**src/rtl/gray_counter_param_pkg.sv**
```systemverilog
// Shared Gray/binary conversion helpers and step classification for gray_counter_param.
// Helpers work on a fixed-width word; callers zero-extend inputs and truncate results to WIDTH.
package gray_pkg;

    localparam int unsigned GRAY_MAX_W = 32;

    typedef logic [GRAY_MAX_W-1:0] gray_word_t;

    typedef enum logic [1:0] {
        STEP_HOLD,
        STEP_LOAD,
        STEP_INC,
        STEP_DEC
    } step_e;

    function automatic gray_word_t bin2gray(input gray_word_t b);
        return b ^ (b >> 1);
    endfunction

    // Log-step XOR prefix from the MSB down: bit i becomes the XOR of g[MSB:i].
    function automatic gray_word_t gray2bin(input gray_word_t g);
        gray_word_t b;
        b = g;
        for (int unsigned s = 1; s < GRAY_MAX_W; s = s * 2) begin
            b = b ^ (b >> s);
        end
        return b;
    endfunction

    function automatic gray_word_t max_val(input int unsigned width);
        return (width >= GRAY_MAX_W) ? '1 : ((gray_word_t'(1) << width) - gray_word_t'(1));
    endfunction

endpackage

```
**src/rtl/gray_counter_param_if.sv**
```systemverilog
// Control/status bundle for gray_counter_param.
// The bin signal exists only when GRAY_CNT_BIN_OUT_EN is defined.
interface gray_counter_param_if #(
    parameter int unsigned WIDTH = 4
);
    logic             load_en;
    logic             en;
    logic             up_dn;
    logic [WIDTH-1:0] d;
    logic [WIDTH-1:0] q;
    logic             tc;
    logic             wrap;
`ifdef GRAY_CNT_BIN_OUT_EN
    logic [WIDTH-1:0] bin;

    modport master (output load_en, en, up_dn, d, input q, tc, wrap, bin);
    modport slave  (input load_en, en, up_dn, d, output q, tc, wrap, bin);
`else
    modport master (output load_en, en, up_dn, d, input q, tc, wrap);
    modport slave  (input load_en, en, up_dn, d, output q, tc, wrap);
`endif
endinterface

```
**src/rtl/gray_counter_param_gray_to_bin.sv**
```systemverilog
// Combinational Gray-to-binary converter used to decode the load value.
module gray_to_bin
    import gray_pkg::*;
#(
    parameter int unsigned WIDTH = 4
) (
    input  logic [WIDTH-1:0] gray,
    output logic [WIDTH-1:0] bin
);

    assign bin = WIDTH'(gray2bin(gray_word_t'(gray)));

endmodule

```
**src/rtl/gray_counter_param.sv**
```systemverilog
// Parametrised loadable up/down Gray counter with wrap/saturate mode, tc and wrap flags.
// Define GRAY_CNT_BIN_OUT_EN to expose the registered binary count on bus.bin.
module gray_counter_param
    import gray_pkg::*;
#(
    parameter int unsigned WIDTH    = 4,
    parameter bit          SATURATE = 1'b0
) (
    input logic                  clk,
    input logic                  reset,
    gray_counter_param_if.slave  bus
);

    localparam logic [WIDTH-1:0] MAX = WIDTH'(max_val(WIDTH));
    localparam logic [WIDTH-1:0] ONE = {{(WIDTH-1){1'b0}}, 1'b1};

    logic [WIDTH-1:0] b;
    logic [WIDTH-1:0] b_next;
    logic [WIDTH-1:0] d_bin;
    logic             wrap_next;
    step_e            step;

    gray_to_bin #(.WIDTH(WIDTH)) u_d2b (
        .gray (bus.d),
        .bin  (d_bin)
    );

    always_comb begin
        step = STEP_HOLD;
        if (bus.load_en) begin
            step = STEP_LOAD;
        end else if (bus.en) begin
            step = bus.up_dn ? STEP_INC : STEP_DEC;
        end
    end

    always_comb begin
        b_next    = b;
        wrap_next = 1'b0;
        unique case (step)
            STEP_LOAD: b_next = d_bin;
            STEP_INC: begin
                if (b != MAX) begin
                    b_next = b + ONE;
                end else if (!SATURATE) begin
                    b_next    = '0;
                    wrap_next = 1'b1;
                end
            end
            STEP_DEC: begin
                if (b != '0) begin
                    b_next = b - ONE;
                end else if (!SATURATE) begin
                    b_next    = MAX;
                    wrap_next = 1'b1;
                end
            end
            default: ;
        endcase
    end

    // q is re-encoded from b_next so it is a clean register output; on load this equals d.
    always_ff @(posedge clk or posedge reset) begin
        if (reset) begin
            b        <= '0;
            bus.q    <= '0;
            bus.wrap <= 1'b0;
        end else begin
            b        <= b_next;
            bus.q    <= WIDTH'(bin2gray(gray_word_t'(b_next)));
            bus.wrap <= wrap_next;
        end
    end

    assign bus.tc = bus.up_dn ? (b == MAX) : (b == '0);

`ifdef GRAY_CNT_BIN_OUT_EN
    assign bus.bin = b;
`endif

endmodule

```
**src/flat_wrapper.sv**
```systemverilog
// flat-port wrapper written by rule: the top's interface ports become plain ports
module gray_counter_param_flat import gray_pkg::*;
#(
    parameter int unsigned WIDTH    = 4,
    parameter bit          SATURATE = 1'b0
)
  (clk, reset, bus_load_en, bus_en, bus_up_dn, bus_d, bus_q, bus_tc, bus_wrap);
  gray_counter_param_if #(.WIDTH(WIDTH)) bus_i ();
  input logic clk;
  input logic reset;
  input wire logic [$bits(bus_i.load_en)-1:0] bus_load_en;
  input wire logic [$bits(bus_i.en)-1:0] bus_en;
  input wire logic [$bits(bus_i.up_dn)-1:0] bus_up_dn;
  input wire logic [$bits(bus_i.d)-1:0] bus_d;
  output wire logic [$bits(bus_i.q)-1:0] bus_q;
  output wire logic [$bits(bus_i.tc)-1:0] bus_tc;
  output wire logic [$bits(bus_i.wrap)-1:0] bus_wrap;
  assign bus_i.load_en = bus_load_en;
  assign bus_i.en = bus_en;
  assign bus_i.up_dn = bus_up_dn;
  assign bus_i.d = bus_d;
  assign bus_q = bus_i.q;
  assign bus_tc = bus_i.tc;
  assign bus_wrap = bus_i.wrap;
  gray_counter_param #(.WIDTH(WIDTH), .SATURATE(SATURATE)) u_core (.clk(clk), .reset(reset), .bus(bus_i));
endmodule
```
**config.mk**
```make
export PLATFORM = sky130hd
export DESIGN_NAME = gray_counter_param_flat
export DESIGN_NICKNAME = d
export VERILOG_FILES = /design/src/rtl/gray_counter_param_pkg.sv /design/src/rtl/gray_counter_param_if.sv /design/src/rtl/gray_counter_param_gray_to_bin.sv /design/src/rtl/gray_counter_param.sv /design/src/flat_wrapper.sv
export SDC_FILE = /design/constraint.sdc
export NUM_CORES = 1
export LEC_CHECK = 0
export ABC_AREA = 1
export ABC_CLOCK_PERIOD_IN_PS = 4050
export BUFFER_PORTS_ARGS = -buffer_cell sky130_fd_sc_hd__clkbuf_2
export CAP_MARGIN = 20
export CORE_MARGIN = 1
export CORE_UTILIZATION = 40
export DETAILED_ROUTE_END_ITERATION = 6
export GPL_ROUTABILITY_DRIVEN = 0
export GPL_TIMING_DRIVEN = 0
export SETUP_SLACK_MARGIN = 0.4
export SYNTH_ARGS = -nofsm -noshare
export SYNTH_HDL_FRONTEND = slang
export SYNTH_HIERARCHICAL = 1
export SYNTH_SLANG_ARGS = --single-unit
```
**constraint.sdc**
```tcl
create_clock -name clk -period 4.05 [get_ports clk]
set_input_delay 0.81 -clock clk [delete_from_list [all_inputs] [get_ports clk]]
set_output_delay 0.81 -clock clk [all_outputs]
set_load 0.005 [all_outputs]
```
==> impl_metrics.env, run 1 <==
export IMPL_path_class="flip-flop to primary output"
export IMPL_max_freq_mhz=444
export IMPL_ys_warn_count=6
export IMPL_clkLatencyLatePin_ns=0.25
export IMPL_die_w_um=43.6
export IMPL_power_mw=0.258
export IMPL_vias=675
export IMPL_cts_root_buf="clkbuf_4"
export IMPL_avgSynthCellArea_um2=6.23
export IMPL_io_pins=15
export IMPL_final_area_um2=805
export IMPL_cap_viol_max_count=0
export IMPL_holdCritPathClass="input port to async pin"
export IMPL_cts_buffer_depth=2
export IMPL_rsz0062_at_grt="no"
export IMPL_hold_buffers=0
export IMPL_finalCritPeriodShare=0.556
export IMPL_ctsHtreeMaxLevel=1
export IMPL_wl_mm=1.32
export IMPL_cp_arrival_ns=1.44
export IMPL_area_growth_pct=16.3
export IMPL_nets=141
export IMPL_powerDensity_nw_per_um2=320
export IMPL_portBuffers=14
export IMPL_violations="DRC"
export IMPL_grt_pass1_vias=608
export IMPL_fin_util=0.516
export IMPL_hold_violations=0
export IMPL_design_core_area_um2=1560
export IMPL_end_kind="primary output"
export IMPL_layout_drive_gt1_share=0.289
export IMPL_required_ns=3.24
export IMPL_start_util=0.444
export IMPL_syn_num_nets=122
export IMPL_route_antenna_remaining_nets=0
export IMPL_grtUsageTotal=0.179
export IMPL_power_leakage_nw=0.499
export IMPL_hpwl_mm=1.09
export IMPL_numCtsBuffers=3
export IMPL_rrSetupSlack_ns=2.57
export IMPL_seq_area_um2=200
export IMPL_syn_instance_count=111
export IMPL_ff2ff_path_depth=11
export IMPL_synth_ff_latch_count=8
export IMPL_synthesis_area_um2=692
export IMPL_fin_ws_ns=1.80
export IMPL_synth_edf_count=0
export IMPL_final_cell_mix="nand2_1, clkbuf_2, inv_1"
export IMPL_antenna_found_initial=0
export IMPL_pre_cts_slack_ns=1.92
export IMPL_drc=1
export IMPL_yosysSeqAreaShare=0.289
export IMPL_post_dp_cell_area_um2=782
export IMPL_grt_max_degree=10
export IMPL_grt_pass1_wl_mm=2.49
export IMPL_tightest_slew_ns=0.291
export IMPL_period_needed_ns=2.25
export IMPL_maxSlewHeadroom=0.806
export IMPL_synth_async_reset_ratio=1.00
export IMPL_setup_violations=0
export IMPL_die_h_um=43.6
export IMPL_drt_iter0_drc=18
export IMPL_fill_cells=160
export IMPL_num_rows=14
export IMPL_dr_pass1_iters=6
export IMPL_ys_types=19
export IMPL_dieArea_um2=1900
export IMPL_avgViaCountPerCell=4.69
export IMPL_n_antenna_cell=0
export IMPL_cts_sinks=8
export IMPL_final_common_cell="nand2_1"
export IMPL_setup_tns_ns=0
export IMPL_ir_worst_vdd_mv=0.221
export IMPL_clk_pin_slew_worst_paths_ns=0.05
export IMPL_cts_tree="yes"
export IMPL_clock_skew_final_ns=0.00433
export IMPL_multiInputGateArea_um2=402
export IMPL_cp_start_kind="flip-flop"
export IMPL_drt_wirelength_per_cell_um=9.17
export IMPL_cp_max_fo=5
export IMPL_status="complete, but fails checks"
export IMPL_post_cts_setup_buffer_count=0
export IMPL_ys_flop_type="dfrtp_1"
export IMPL_r2r_end="u_core/bus.q[2]$_DFF_PP0_"
export IMPL_slew_viol_final=0
export IMPL_worstReg2RegStart="u_core/b[0]$_DFF_PP0_"
export IMPL_cts_resized_gates=0
export IMPL_overflow=0
## cell usage after synthesis (2+ instances only)
| library cell | count | area, um2 |
|---|---|---|
| buf_4 | 3 | 22.5 |
| ha_1 | 2 | 25.0 |
| nand2_1 | 46 | 173 |
| dfrtp_1 | 8 | 200 |
| inv_2 | 5 | 18.8 |
| nand3_1 | 5 | 25.0 |
| inv_1 | 13 | 48.8 |
| nand3b_1 | 2 | 15.0 |
| a21oi_1 | 3 | 15.0 |
| nor2_2 | 2 | 12.5 |
| nand3_2 | 3 | 30.0 |
| nor2_1 | 7 | 26.3 |
| nand2_2 | 6 | 37.5 |
## how the worst max path moves through the flow
stage	endpoint	start	slack, ns	cells past startpoint
after CTS	bus_tc	u_core/b[0]$_DFF_PP0_	1.79	7
after global routing	bus_tc	u_core/b[0]$_DFF_PP0_	1.62	7
after floorplan	bus_tc	bus_up_dn	2.20	3
after detailed placement	bus_tc	bus_up_dn	1.92	5
after global placement	bus_tc	bus_up_dn	1.94	5
final	bus_tc	u_core/b[0]$_DFF_PP0_	1.80	7
## state kept, by name, summed over array words and instances, names as in the netlist
signal           flops
u_core/bus.wrap      1
u_core/b             4
u_core/bus.q         3
## per-stage QoR
stage | hold slack [ns] | cells
floorplan | 0.626 | 111
global placement | 0.684 | 141
detailed placement | 0.691 | 141
CTS | 0.469 | 144
global route | 0.480 | 144
finish | 0.470 | 144
## worst max-delay path, cell delays in order, from the launching register on
cell      delay (ns)
dfrtp_1         0.41
inv_1           0.16
ha_1            0.19
inv_1           0.06
nor2_1          0.10
nand2_1         0.09
nand2_1         0.07
clkbuf_2        0.10
## layout make-up
cell class,count,area share
Inverter,18,0.0840
Clock buffer,3,0.0280
Buffer,3,0.0280
Tap cell,16,0.0249
Sequential cell,8,0.249
Timing Repair Buffer,14,0.0871
Multi-Input combinational cell,82,0.499
## cell families (layout without fill, tap and decap cells)
group	after synthesis	in the layout	share of synthesized area
and+or+nand+nor	75	75	0.503
adders and majority gates	2	2	0.0362
xor gates and xnor gates	1	1	0.0127
buffers and inverters	21	38	0.130
DFF	8	8	0.289
AOI/OAI and AO/OA	4	4	0.0289
## per-layer routing
metal | up-vias | GRT usage | wire length, um
met3 | 0 | 0.0750 | 53
li1 | 369 | - | -
met5 | - | 0 | 0
met1 | 290 | 0.239 | 672
met2 | 16 | 0.272 | 594
met4 | 0 | 0.0375 | 0
## power by group
group          internal [mW]  leakage (nW)  switching [mW]
Clock                 0.0337        0.0138          0.0244
Sequential            0.0929        0.0979         0.00892
Combinational         0.0396         0.387          0.0580
Total                  0.166         0.499          0.0913
No activity file was read; power rests on OpenSTA's default activity.
==> run 2, diff against run 1 <==
--- a/config.mk
+++ b/config.mk
@@ -6,7 +6,7 @@
 export NUM_CORES = 1
 export LEC_CHECK = 0
 export ABC_AREA = 1
-export ABC_CLOCK_PERIOD_IN_PS = 4050
+export ABC_CLOCK_PERIOD_IN_PS = 2300
 export BUFFER_PORTS_ARGS = -buffer_cell sky130_fd_sc_hd__clkbuf_2
 export CAP_MARGIN = 20
 export CORE_MARGIN = 1
==> constraint.sdc (replaced) <==
create_clock -name clk -period 2.3 [get_ports clk]
set_input_delay 0.46 -clock clk [delete_from_list [all_inputs] [get_ports clk]]
set_output_delay 0.46 -clock clk [all_outputs]
set_load 0.005 [all_outputs]
==> run 2 against run 1 <==
Compared with the run above:
- the run still ends with DRC left
- first-iteration DRC count did not move
- core utilization is 4.4 points higher
- setup slack worse by 1.3 ns
- die area unchanged
- hold slack lost 0.35 ns
- critical endpoint unchanged
- largest cell class unchanged
- largest power group is now combinational cells
==> impl_metrics.env, run 2 (synthesis gave the netlist of run 1 again) <==
export IMPL_vias=701
export IMPL_cpMostUsedCell="nand2_1"
export IMPL_dieArea_um2=1900
export IMPL_cp_cell_sequence="inv_2, ha_4, inv_1, nor2_1, nand2_1, nand2_1, clkbuf_2"
export IMPL_power_leakage_nw=0.523
export IMPL_numCtsBuffers=3
export IMPL_layout_drive_gt1_share=0.358
export IMPL_largest_reg_flops=4
export IMPL_hold_buffers=0
export IMPL_area_growth_pct=26.2
export IMPL_setup_tns_ns=0
export IMPL_clkLatencyLatePin_ns=0.25
export IMPL_hold_violations=0
export IMPL_clock_skew_final_ns=0.00447
export IMPL_end_kind="primary output"
export IMPL_period_needed_ns=1.78
export IMPL_ir_worst_vdd_mv=0.400
export IMPL_nets=147
export IMPL_holdCritPathClass="input port to async pin"
export IMPL_route_antenna_remaining_nets=0
export IMPL_rsz0062_at_grt="no"
export IMPL_drt_wirelength_per_cell_um=9.24
export IMPL_die_h_um=43.6
export IMPL_drc=1
export IMPL_regMostFlops="u_core/b"
export IMPL_final_cell_mix="nand2_1, clkbuf_2, inv_1"
export IMPL_cap_viol_max_count=0
export IMPL_wl_mm=1.39
export IMPL_grt_max_degree=10
export IMPL_grtUsageTotal=0.179
export IMPL_grt_pass1_vias=608
export IMPL_path_class="flip-flop to primary output"
export IMPL_overflow=0
export IMPL_final_common_cell="nand2_1"
export IMPL_slowest_delay_ns=0.42
export IMPL_die_w_um=43.6
export IMPL_slew_viol_final=0
export IMPL_required_ns=1.84
export IMPL_avgViaCountPerCell=4.67
export IMPL_cp_start_kind="flip-flop"
export IMPL_setup_violations=0
export IMPL_portBuffers=14
export IMPL_ctsHtreeMaxLevel=1
export IMPL_maxSlewHeadroom=0.805
export IMPL_cts_tree="yes"
export IMPL_cts_root_buf="clkbuf_4"
export IMPL_max_freq_mhz=562
export IMPL_cts_sinks=8
export IMPL_num_rows=14
export IMPL_status="complete, but fails checks"
export IMPL_dr_pass1_iters=6
export IMPL_n_antenna_cell=0
export IMPL_finalCritPeriodShare=0.773
export IMPL_hpwl_mm=1.09
export IMPL_cp_arrival_ns=1.32
export IMPL_start_util=0.444
export IMPL_hold_ws_ns=0.120
export IMPL_clk_pin_slew_worst_paths_ns=0.05
export IMPL_crit_slowest_cell="dfrtp_1"
export IMPL_cp_max_fo=4
export IMPL_grt_pass1_wl_mm=2.49
export IMPL_violations="DRC"
export IMPL_powerDensity_nw_per_um2=560
export IMPL_antenna_found_initial=0
export IMPL_cts_buffer_depth=2
export IMPL_drt_iter0_drc=18
export IMPL_design_core_area_um2=1560
export IMPL_tightest_slew_ns=0.292
export IMPL_reg_largest_list="u_core/b: 4 flops, u_core/bus.q: 3 flops, u_core/bus.wrap: 1 flops"
export IMPL_io_pins=15
[run 2: cell types whose count changed in the layout (fill, tap and decap cells not counted), sizes merged]
cell and change:
buf +6
[run 2: metal layers]
layer / wire length [um] / part of all wire / global-route usage
met1: 671 / 0.48 / 0.239
met2: 664 / 0.48 / 0.272
met3: 50 / 0.036 / 0.0750
met4: 0 / 0 / 0.0375
met5: 0 / 0 / 0
[run 2: path summary, 6_finish.rpt]
kind / slack [ns] / cells past startpoint / to / start
max: 0.52 / 7 / bus_tc / u_core/b[1]$_DFF_PP0_
min: 0.12 / 2 / u_core/bus.q[2]$_DFF_PP0_ / reset
max reg2reg: 0.83 / 12 / u_core/bus.q[2]$_DFF_PP0_ / u_core/b[1]$_DFF_PP0_
min reg2reg: 0.69 / 3 / u_core/b[0]$_DFF_PP0_ / u_core/b[0]$_DFF_PP0_
max in group asynchronous: 1.93 / 2 / u_core/b[0]$_DFF_PP0_ / reset
min in group clk: 0.52 / 3 / u_core/bus.wrap$_DFF_PP0_ / bus_en
[run 2: layout make-up]
cell class,instances,area (um2)
tap,16,20.0
clock buffer,3,22.5
fill,153,686
inverter,18,70.1
multi-input combinational,82,422
timing repair buffer,20,115
sequential,8,201
buffer,3,22.5
[run 2: report_power, final]
group          switching (mW)  internal, mW  total (mW)
Sequential             0.0165         0.164       0.181
Clock                  0.0433        0.0594       0.103
Combinational           0.112        0.0935       0.205
Total                   0.172         0.317       0.489
[run 2: metrics by stage]
step                area [um2]   util  worst slack, ns  power [mW]  std cells
CTS                        805  0.516            0.438       0.462        144
detailed placement         782  0.502            0.663       0.354        141
global route               873  0.560            0.409       0.541        150
floorplan                  692      -            0.882       0.304        111
global placement           782  0.502            0.675       0.351        141
finish                     873  0.560            0.522       0.489        150
[run 2: worst max-delay path: cells and delay by family (launching register included)]
family,cells,cell delay (ns)
and+or+nand+nor,3,0.27
DFF,1,0.42
adders and majority gates,1,0.12
buffers and inverters,3,0.25
[run 2: timing repair]
action | CTS | global route
resized for setup | 1 | 7
setup endpoints to repair | 1 | 1
pin swaps | 0 | 2
setup buffers | 0 | 6
==> run 3, diff against run 2 <==
--- a/config.mk
+++ b/config.mk
@@ -6,7 +6,7 @@
 export NUM_CORES = 1
 export LEC_CHECK = 0
 export ABC_AREA = 1
-export ABC_CLOCK_PERIOD_IN_PS = 2300
+export ABC_CLOCK_PERIOD_IN_PS = 1700
 export BUFFER_PORTS_ARGS = -buffer_cell sky130_fd_sc_hd__clkbuf_2
 export CAP_MARGIN = 20
 export CORE_MARGIN = 1
==> constraint.sdc (replaced) <==
create_clock -name clk -period 1.7 [get_ports clk]
set_input_delay 0.34 -clock clk [delete_from_list [all_inputs] [get_ports clk]]
set_output_delay 0.34 -clock clk [all_outputs]
set_load 0.005 [all_outputs]
==> run 3 against run 2 <==
Compared with the run above:
- the flow still finishes with violations (DRC)
- register-to-register slack lost 0.58 ns
- hold slack got worse by 0.12 ns
- sequential power rose by 33%
- critical endpoint unchanged
- largest power group unchanged
- cell count is 3.3% higher
==> impl_metrics.env, run 3 (synthesis gave the netlist of run 1 again) <==
export IMPL_cp_arrival_ns=1.25
export IMPL_clk_pin_slew_worst_paths_ns=0.05
export IMPL_regMostFlops="u_core/b"
export IMPL_maxSlewHeadroom=0.804
export IMPL_wl_mm=1.56
export IMPL_slew_viol_final=0
export IMPL_io_pins=15
export IMPL_drt_iter0_drc=15
export IMPL_violations="DRC"
export IMPL_tightest_slew_ns=0.293
export IMPL_required_ns=1.36
export IMPL_crit_family="flip-flops"
export IMPL_dieArea_um2=1900
export IMPL_final_common_cell="nand2_1"
export IMPL_met3_usage=0.0625
export IMPL_cts_root_buf="clkbuf_4"
export IMPL_cts_sinks=8
export IMPL_finalCritPeriodShare=0.936
export IMPL_largest_reg_flops=4
export IMPL_rsz0062_at_grt="yes"
export IMPL_cp_num_buf_inv=1
export IMPL_nets=152
export IMPL_grtUsageTotal=0.186
export IMPL_end_kind="primary output"
export IMPL_grtUsageMet1=0.229
export IMPL_portBuffers=14
export IMPL_dr_pass1_iters=6
export IMPL_num_rows=14
export IMPL_setup_violations=0
export IMPL_area_growth_pct=35.1
export IMPL_design_core_area_um2=1560
export IMPL_avgViaCountPerCell=4.82
export IMPL_hold_violations=0
export IMPL_cts_buffer_depth=2
export IMPL_overflow=0
export IMPL_hold_ws_ns=0.00203
export IMPL_final_cell_mix="nand2_1, clkbuf_2, buf_4"
export IMPL_status="complete, but fails checks"
export IMPL_cp_cell_sequence="ha_2, nand2_4, nor2_4, nand2_2, nand2_1, clkbuf_2"
export IMPL_cp_max_fo=4
export IMPL_cp_start_kind="flip-flop"
export IMPL_max_freq_mhz=629
export IMPL_power_leakage_nw=0.560
export IMPL_vias=747
export IMPL_die_h_um=43.6
export IMPL_die_w_um=43.6
export IMPL_grt_pass1_wl_mm=2.61
export IMPL_grt_busiest_layer="met2"
export IMPL_clkLatencyLatePin_ns=0.25
export IMPL_layout_drive_gt1_share=0.417
export IMPL_hpwl_mm=1.13
export IMPL_cts_tree="yes"
export IMPL_setup_tns_ns=0
export IMPL_hold_buffers=0
export IMPL_ir_worst_vdd_mv=0.540
export IMPL_crit_slowest_cell="dfrtp_1"
export IMPL_grt_pass1_vias=658
export IMPL_drt_wirelength_per_cell_um=10.1
export IMPL_cap_viol_max_count=0
export IMPL_ctsHtreeMaxLevel=1
export IMPL_holdCritPathClass="input port to async pin"
export IMPL_powerDensity_nw_per_um2=755
export IMPL_start_util=0.444
export IMPL_n_antenna_cell=0
export IMPL_antenna_found_initial=0
export IMPL_clock_skew_final_ns=0.00375
export IMPL_grt_max_degree=10
export IMPL_slowest_delay_ns=0.41
export IMPL_path_class="flip-flop to primary output"
export IMPL_grt_use_met2=0.325
export IMPL_period_needed_ns=1.59
export IMPL_numCtsBuffers=3
export IMPL_route_antenna_remaining_nets=0
export IMPL_drc=1
export IMPL_reg_largest_list="u_core/b: 4 flops, u_core/bus.q: 3 flops, u_core/bus.wrap: 1 flops"
## run 3: stage by stage
stage	cells	util	total power [mW]	cell area (um2)	setup slack, ns
global route	155	0.600	0.769	935	0.0275
CTS	150	0.562	0.669	876	0.0949
global placement	141	0.502	0.476	782	0.245
floorplan	111	-	0.412	692	0.427
finish	155	0.600	0.706	935	0.110
detailed placement	141	0.502	0.481	782	0.229
## run 3: final cells by class
cell class,instances,area [um2]
well taps,16,20.0
inverters,18,70.1
flip-flops and latches,8,201
clock buffers,3,22.5
multi-input cells,82,442
plain buffers,3,22.5
repair buffers,25,156
fillers,137,624
## run 3: metal layers
metal / vias to the layer above / part of all wire
li1: 391 / -
met1: 344 / 0.48
met5: - / 0
met2: 12 / 0.49
met3: 0 / 0.030
met4: 0 / 0
## run 3: where the power goes
group	switching, mW	internal (mW)	leakage, nW
sequential	0.0178	0.222	0.0970
combinational	0.176	0.151	0.449
clock	0.0582	0.0803	0.0138
## run 3: what timing repair did
item,4_1_cts,5_1_grt
resized for setup,9,6
setup buffers,6,5
endpoints found under the setup margin,6,8
endpoints found under the hold margin,0,0
pin swaps,8,10
## run 3: final timing paths
check | from | to | slack (ns) | cells after the start
hold / removal | reset | u_core/bus.q[2]$_DFF_PP0_ | 0.002 | 2
hold reg to reg | u_core/b[3]$_DFF_PP0_ | u_core/b[3]$_DFF_PP0_ | 0.69 | 4
max in group asynchronous | reset | u_core/b[3]$_DFF_PP0_ | 1.45 | 2
min in group clk | bus_en | u_core/bus.wrap$_DFF_PP0_ | 0.40 | 3
setup / recovery | u_core/b[0]$_DFF_PP0_ | bus_tc | 0.11 | 6
setup reg to reg | u_core/b[0]$_DFF_PP0_ | u_core/bus.q[0]$_DFF_PP0_ | 0.25 | 10
